## config.mk

```make
export PLATFORM = sky130hd
export DESIGN_NAME = uart_rx_oversampler_flat
export DESIGN_NICKNAME = d
export VERILOG_FILES = /design/src/rtl/uart_rx_oversampler_if.sv /design/src/rtl/uart_rx_oversampler.sv /design/src/flat_wrapper.sv
export SDC_FILE = /design/constraint.sdc
export NUM_CORES = 1
export LEC_CHECK = 0
export CORE_MARGIN = 2
export CORE_UTILIZATION = 51
export DETAILED_ROUTE_END_ITERATION = 8
export PLACE_DENSITY = 0.73
export RECOVER_POWER = 100
export SLEW_MARGIN = 10
export SYNTH_ARGS = -nofsm -noshare
export SYNTH_HDL_FRONTEND = slang
export SYNTH_SLANG_ARGS = --single-unit
```

## constraint.sdc

```tcl
create_clock -name clk_i -period 4.05 [get_ports clk_i]
set_input_delay 0.405 -clock clk_i [delete_from_list [all_inputs] [get_ports clk_i]]
set_output_delay 0.405 -clock clk_i [all_outputs]
set_load 0.01 [all_outputs]
```

## src/rtl/uart_rx_oversampler_if.sv

```systemverilog
// Stream handshake carrying received words out of the UART receiver.
// The master drives data and valid, and the slave answers with ready.
interface uart_rx_oversampler_if #(
  parameter int DATA_WIDTH = 8
);
  logic [DATA_WIDTH-1:0] tdata;
  logic                  tvalid;
  logic                  tready;

  modport master (output tdata, output tvalid, input tready);
  modport slave  (input tdata, input tvalid, output tready);
endinterface

```

## src/rtl/uart_rx_oversampler.sv

```systemverilog
// UART receiver that oversamples the line with a programmable divider and takes each bit at mid-bit.
// A single held output word is offered downstream, with per-frame parity, framing and overrun pulses.
module uart_rx_oversampler #(
  parameter int DATA_WIDTH    = 8,
  parameter int DIVIDER_WIDTH = 16
) (
  input  logic                     clk_i,
  input  logic                     rstn_i,
  input  logic                     uart_rx_i,
  input  logic [DIVIDER_WIDTH-1:0] clk_divider_i,
  input  logic                     parity_odd_i,
  input  logic                     parity_even_i,
  uart_rx_oversampler_if.master    m_axis,
  output logic                     parity_err_o,
  output logic                     frame_err_o,
  output logic                     overrun_err_o,
  output logic                     busy_o
);

  localparam int BIT_W = $clog2(DATA_WIDTH);
  localparam logic [BIT_W-1:0] LAST_BIT = BIT_W'(DATA_WIDTH - 1);
  localparam logic [DIVIDER_WIDTH-1:0] MIN_DIV = DIVIDER_WIDTH'(4);

  typedef enum logic [2:0] {IDLE, START, DATA, PARITY, STOP} state_t;

  state_t                   state_q, state_d;
  logic                     sync1_q, sync2_q;
  logic [DIVIDER_WIDTH-1:0] cnt_q;
  logic [DIVIDER_WIDTH-1:0] div_q;
  logic                     parity_en_q;
  logic                     parity_odd_q;
  logic                     par_err_q;
  logic [BIT_W-1:0]         bit_idx_q;
  logic [DATA_WIDTH-1:0]    shift_q;

  logic rx_s;
  logic sample;
  logic bit_end;
  logic start;
  logic complete;

  assign rx_s   = sync2_q;
  assign busy_o = (state_q != IDLE);

  // The synchronizer resets to the idle level, so the line never looks like a start bit coming out of reset.
  always_ff @(posedge clk_i or negedge rstn_i) begin
    if (!rstn_i) begin
      sync1_q <= 1'b1;
      sync2_q <= 1'b1;
    end else begin
      // NOTE: sequential state uses non-blocking assignments so every register sees pre-edge values.
      sync1_q <= uart_rx_i;
      sync2_q <= sync1_q;
    end
  end

  always_ff @(posedge clk_i or negedge rstn_i) begin
    if (!rstn_i) state_q <= IDLE;
    else         state_q <= state_d;
  end

  always_comb begin
    // NOTE: every combinational output gets a default first so no path infers a latch.
    state_d  = state_q;
    start    = 1'b0;
    complete = 1'b0;
    sample   = (state_q != IDLE) && (cnt_q == (div_q >> 1));
    bit_end  = (state_q != IDLE) && (cnt_q == div_q - DIVIDER_WIDTH'(1));
    unique case (state_q)
      IDLE: begin
        if (!rx_s && clk_divider_i >= MIN_DIV) begin
          state_d = START;
          start   = 1'b1;
        end
      end
      START: begin
        if (sample && rx_s) state_d = IDLE;
        else if (bit_end)   state_d = DATA;
      end
      DATA: begin
        if (bit_end && bit_idx_q == LAST_BIT) state_d = parity_en_q ? PARITY : STOP;
      end
      PARITY: begin
        if (bit_end) state_d = STOP;
      end
      STOP: begin
        if (sample) begin
          complete = 1'b1;
          state_d  = IDLE;
        end
      end
      default: state_d = IDLE;
    endcase
  end

  // The frame settings are latched at the start edge, so input changes mid-frame only affect the next frame.
  always_ff @(posedge clk_i or negedge rstn_i) begin
    if (!rstn_i) begin
      cnt_q        <= '0;
      div_q        <= '0;
      parity_en_q  <= 1'b0;
      parity_odd_q <= 1'b0;
      par_err_q    <= 1'b0;
      bit_idx_q    <= '0;
      shift_q      <= '0;
    end else begin
      if (start) begin
        cnt_q        <= '0;
        div_q        <= clk_divider_i;
        parity_en_q  <= parity_odd_i | parity_even_i;
        parity_odd_q <= parity_odd_i;
        par_err_q    <= 1'b0;
        bit_idx_q    <= '0;
      end else if (state_q != IDLE) begin
        cnt_q <= bit_end ? '0 : cnt_q + DIVIDER_WIDTH'(1);
      end
      if (state_q == DATA && sample) shift_q <= {rx_s, shift_q[DATA_WIDTH-1:1]};
      if (state_q == DATA && bit_end) bit_idx_q <= bit_idx_q + BIT_W'(1);
      if (state_q == PARITY && sample) par_err_q <= (rx_s != ((^shift_q) ^ parity_odd_q));
    end
  end

  // Output register: a completed word loads only when the slot is free or being drained this cycle.
  always_ff @(posedge clk_i or negedge rstn_i) begin
    if (!rstn_i) begin
      m_axis.tdata  <= '0;
      m_axis.tvalid <= 1'b0;
      parity_err_o  <= 1'b0;
      frame_err_o   <= 1'b0;
      overrun_err_o <= 1'b0;
    end else begin
      parity_err_o  <= complete & par_err_q;
      frame_err_o   <= complete & ~rx_s;
      overrun_err_o <= complete & m_axis.tvalid & ~m_axis.tready;
      if (complete && (!m_axis.tvalid || m_axis.tready)) begin
        m_axis.tdata  <= shift_q;
        m_axis.tvalid <= 1'b1;
      end else if (m_axis.tready) begin
        m_axis.tvalid <= 1'b0;
      end
    end
  end

endmodule

```

## src/flat_wrapper.sv

```systemverilog
// flat-port wrapper written by rule: the top's interface ports become plain ports
module uart_rx_oversampler_flat 
#(
  parameter int DATA_WIDTH    = 8,
  parameter int DIVIDER_WIDTH = 16
)
  (clk_i, rstn_i, uart_rx_i, clk_divider_i, parity_odd_i, parity_even_i, parity_err_o, frame_err_o, overrun_err_o, busy_o, m_axis_tdata, m_axis_tvalid, m_axis_tready);
  uart_rx_oversampler_if #(.DATA_WIDTH(DATA_WIDTH)) m_axis_i ();
  input  logic clk_i;
  input  logic rstn_i;
  input  logic uart_rx_i;
  input  logic [DIVIDER_WIDTH-1:0] clk_divider_i;
  input  logic parity_odd_i;
  input  logic parity_even_i;
  output logic parity_err_o;
  output logic frame_err_o;
  output logic overrun_err_o;
  output logic busy_o;
  output wire logic [$bits(m_axis_i.tdata)-1:0] m_axis_tdata;
  output wire logic [$bits(m_axis_i.tvalid)-1:0] m_axis_tvalid;
  input wire logic [$bits(m_axis_i.tready)-1:0] m_axis_tready;
  assign m_axis_tdata = m_axis_i.tdata;
  assign m_axis_tvalid = m_axis_i.tvalid;
  assign m_axis_i.tready = m_axis_tready;
  uart_rx_oversampler #(.DATA_WIDTH(DATA_WIDTH), .DIVIDER_WIDTH(DIVIDER_WIDTH)) u_core (.clk_i(clk_i), .rstn_i(rstn_i), .uart_rx_i(uart_rx_i), .clk_divider_i(clk_divider_i), .parity_odd_i(parity_odd_i), .parity_even_i(parity_even_i), .m_axis(m_axis_i), .parity_err_o(parity_err_o), .frame_err_o(frame_err_o), .overrun_err_o(overrun_err_o), .busy_o(busy_o));
endmodule
```

==> flow_summary.yaml <==
run_status:
  status: "complete, but fails checks"
  violations: "capacitance limit, slew limit"
clock_tree:
  cts_resized: 0
  htree_levels: 3
  clock-sinks: 63
  post_cts_buffers: 0
  path_clk_slew_ns: 0.07
  clockBufferDepth: 2
  cts_made_buffers: 9
  hold_buffers: 0
  worst_skew_pair.late_latency_ns: 0.36
  cts_root_buf: "clkbuf_8"
  cts_tree: "built"
timing:
  worst_slew_pin_slew_ns: 1.88
  period_minus_slack_ns: 3.57
  finalCritPeriodShare: 0.882
  slew-limit-headroom: -0.254
  fin_skew_ns: 0.00767
  fmax_mhz: 280
  grt_setup_unrepaired: "false"
  setup_viol: 0
  drv_slew: 66
  hold_viol: 0
  tns_ns: 0
power_and_ir_drop:
  seq_power_share: 0.522
  ir_drop_mv: 0.186
  pwr-share-comb: 0.032
  p_int_mw: 0.932
  switching_share: 0.230
  pwr-share-clk: 0.445
  power.density_nw_per_um2: 295
  power_mw: 1.21
  leakage_nw: 1.89
  switchingPower_mw: 0.278
route:
  first_pass_iters: 6
  wire_per_inst_um: 16.1
  ant_nets: 0
  drc: 0
  drt-total-wl_um: 7620
  viasPerCell: 5.76
  vias: 2732
  drt_iter0_drc: 154
global_route:
  antenna_found_initial: 0
  grt_pass1_vias: 2655
  grt_use_total: 0.217
  grt_max_degree: 37
  grt_pass1_wl_um: 12800
  grt-ovfl-total: 0
placement:
  portBuffers: 34
  dp_hpwl_um: 5580
  routabilityCongestion: 0.875
cells_and_area:
  seq_area_um2: 1580
  multi_input_area_um2: 1850
  drive_gt1_frac: 0.148
  final_util: 0.604
  fill_cells: 577
  area_growth_pct: 15.2
  nNetsFinal: 399
  diodes: 0
yosys:
  synth_largest_area_cell: "dfrtp_1"
  synth_seq_cells: 63
  ys_top_cells_by_area: "dfrtp_1, mux2_2, xnor2_1, xor2_1, a21oi_1"
  syn-num-nets: 375
  synthTopCellsByCount: "dfrtp_1, mux2_2, xnor2_1"
  synth_flop_cell: "dfrtp_1"
  avgSynthCellArea_um2: 10.2
  synth_area_um2: 3560
  ys_types: 46
  yosysTopAreaCellShare: 0.428
  syn_inst: 349
  synth_enable_flop_cells: 0
  synth_warnings: 0
  ys_seq_area_frac: 0.443
  yosysMostFrequentCell: "dfrtp_1"
  async_reset_ff_frac: 1.00
worst_hold_path:
  min_path_type: "reg2reg"
critical_path:
  crit_required_ns: 4.29
  setup.worst_path.class: "reg2reg"
  crit_fanout: 28
  crit_family: "simple AND/OR/NAND/NOR gates"
  crit_chain: "or4_1 > nor3_2 > xnor2_1 > or4_1 > or4_1 > o21a_1 > a21o_1 > a22o_1"
  start_kind: "register"
  path_buf_inv: 0
  critPathSlowestCell: "or4_1"
  crit_arrival_ns: 3.81
  crit_top_cell: "or4_1"
  endpoint_kind: "register"
  critPathMaxStageDelay_ns: 0.66
floorplanning:
  io_pins: 35
  rows: 30
  fp.dieH_um: 87.6
  fp.dieArea_um2: 7670
  die_w_um: 87.6
  initial_core_util: 0.524
  core-area_um2: 6790
run:
  drv_cap: 2
[worst reg2reg max path, delay by kind of cell, from the launching register on]
kind | cells | cell delay (ns)
simple gates | 4 | 1.93
compound gates | 3 | 0.95
flops | 1 | 0.49
xor+xnor | 1 | 0.09
[metrics by stage]
| step | setup slack [ns] | instance area, um^2 | instances | hold WS [ns] |
|---|---|---|---|---|
| finish | 0.478 | 4110 | 474 | 0.356 |
| global route | 0.267 | 4110 | 474 | 0.359 |
| CTS | 0.540 | 4120 | 474 | 0.0950 |
| detailed placement | 0.544 | 3930 | 458 | 0.347 |
| global placement | 0.652 | 3930 | 458 | 0.346 |
| floorplan | 0.819 | 3560 | 349 | 0.109 |
[layout by cell type (no fill, tap or decap), types with 8 or more instances in the layout]
master            n
nand2_1          11
clkbuf_8          9
mux2_2           34
nand3_1           9
xnor2_1          30
clkdlybuf4s50_1  18
dfrtp_1          61
nor4_1           10
dlygate4sd3_1    15
a21oi_1          20
inv_1             8
nor3_1           10
nor2_1           20
and3_1           12
xor2_1           12
o21ai_0          11
a31oi_1          11
nand2b_1         12
[power groups by stage]
stage                     registers [mW]  logic, mW  clock network, mW
after global placement             0.644     0.0402                  0
final                              0.632     0.0391              0.539
after floorplan                    0.644    0.00386                  0
after detailed placement           0.644     0.0410                  0
after CTS                          0.632     0.0411              0.545
after global routing               0.632     0.0438              0.570
[final timing paths]
| kind | startpoint | to | slack [ns] | cells past startpoint |
|---|---|---|---|---|
| hold reg to reg | u_core.sync1_q | u_core.rx_s | 0.36 | 0 |
| setup / recovery | u_core.div_q[4] | u_core.cnt_q[15] | 0.48 | 8 |
| max in group asynchronous | rstn_i | u_core.m_axis.tdata[5] | 1.19 | 2 |
| hold / removal | u_core.sync1_q | u_core.rx_s | 0.36 | 0 |
| min in group asynchronous | rstn_i | u_core.cnt_q[1] | 0.42 | 1 |
| setup reg to reg | u_core.div_q[4] | u_core.cnt_q[15] | 0.48 | 8 |
[registers in the layout, indices dropped and copies added (netlist names)]
| register | flops |
|---|---|
| u_core.cnt_q | 16 |
| u_core.frame_err_o | 1 |
| u_core.state_q | 3 |
| u_core.overrun_err_o | 1 |
| u_core.div_q | 16 |
| u_core.bit_idx_q | 3 |
| u_core.sync1_q | 1 |
| u_core.shift_q | 8 |
| u_core.rx_s | 1 |
| u_core.par_err_q | 1 |
| u_core.parity_err_o | 1 |
| u_core.parity_odd_q | 1 |
| u_core.m_axis.tvalid | 1 |
| u_core.parity_en_q | 1 |
| u_core.m_axis.tdata | 8 |
[final cells by class]
type,instances,share of cell area
well taps,96,0.0293
flip-flops and latches,63,0.385
multi-input cells,255,0.450
clock buffers,10,0.0311
clock inverters,6,0.0149
repair buffers,36,0.0832
inverters,8,0.00731
[cell families after synthesis]
| group | count (synthesis) | synth area share |
|---|---|---|
| simple gates | 109 | 0.173 |
| mux | 39 | 0.122 |
| flops | 63 | 0.443 |
| fa+ha+maj | 4 | 0.0140 |
| compound gates | 61 | 0.106 |
| xor+xnor | 42 | 0.103 |
| buf+inv | 31 | 0.0379 |
[metal layers]
layer,routed length (um),up-vias,global-route usage,share of wire
met3,395,13,0.0518,0.052
li1,-,1309,-,-
met2,3590,89,0.341,0.47
met5,0,-,0,0
met4,127,0,0.0755,0.017
met1,3510,1321,0.297,0.46
Power figures use the tool's default switching activity.
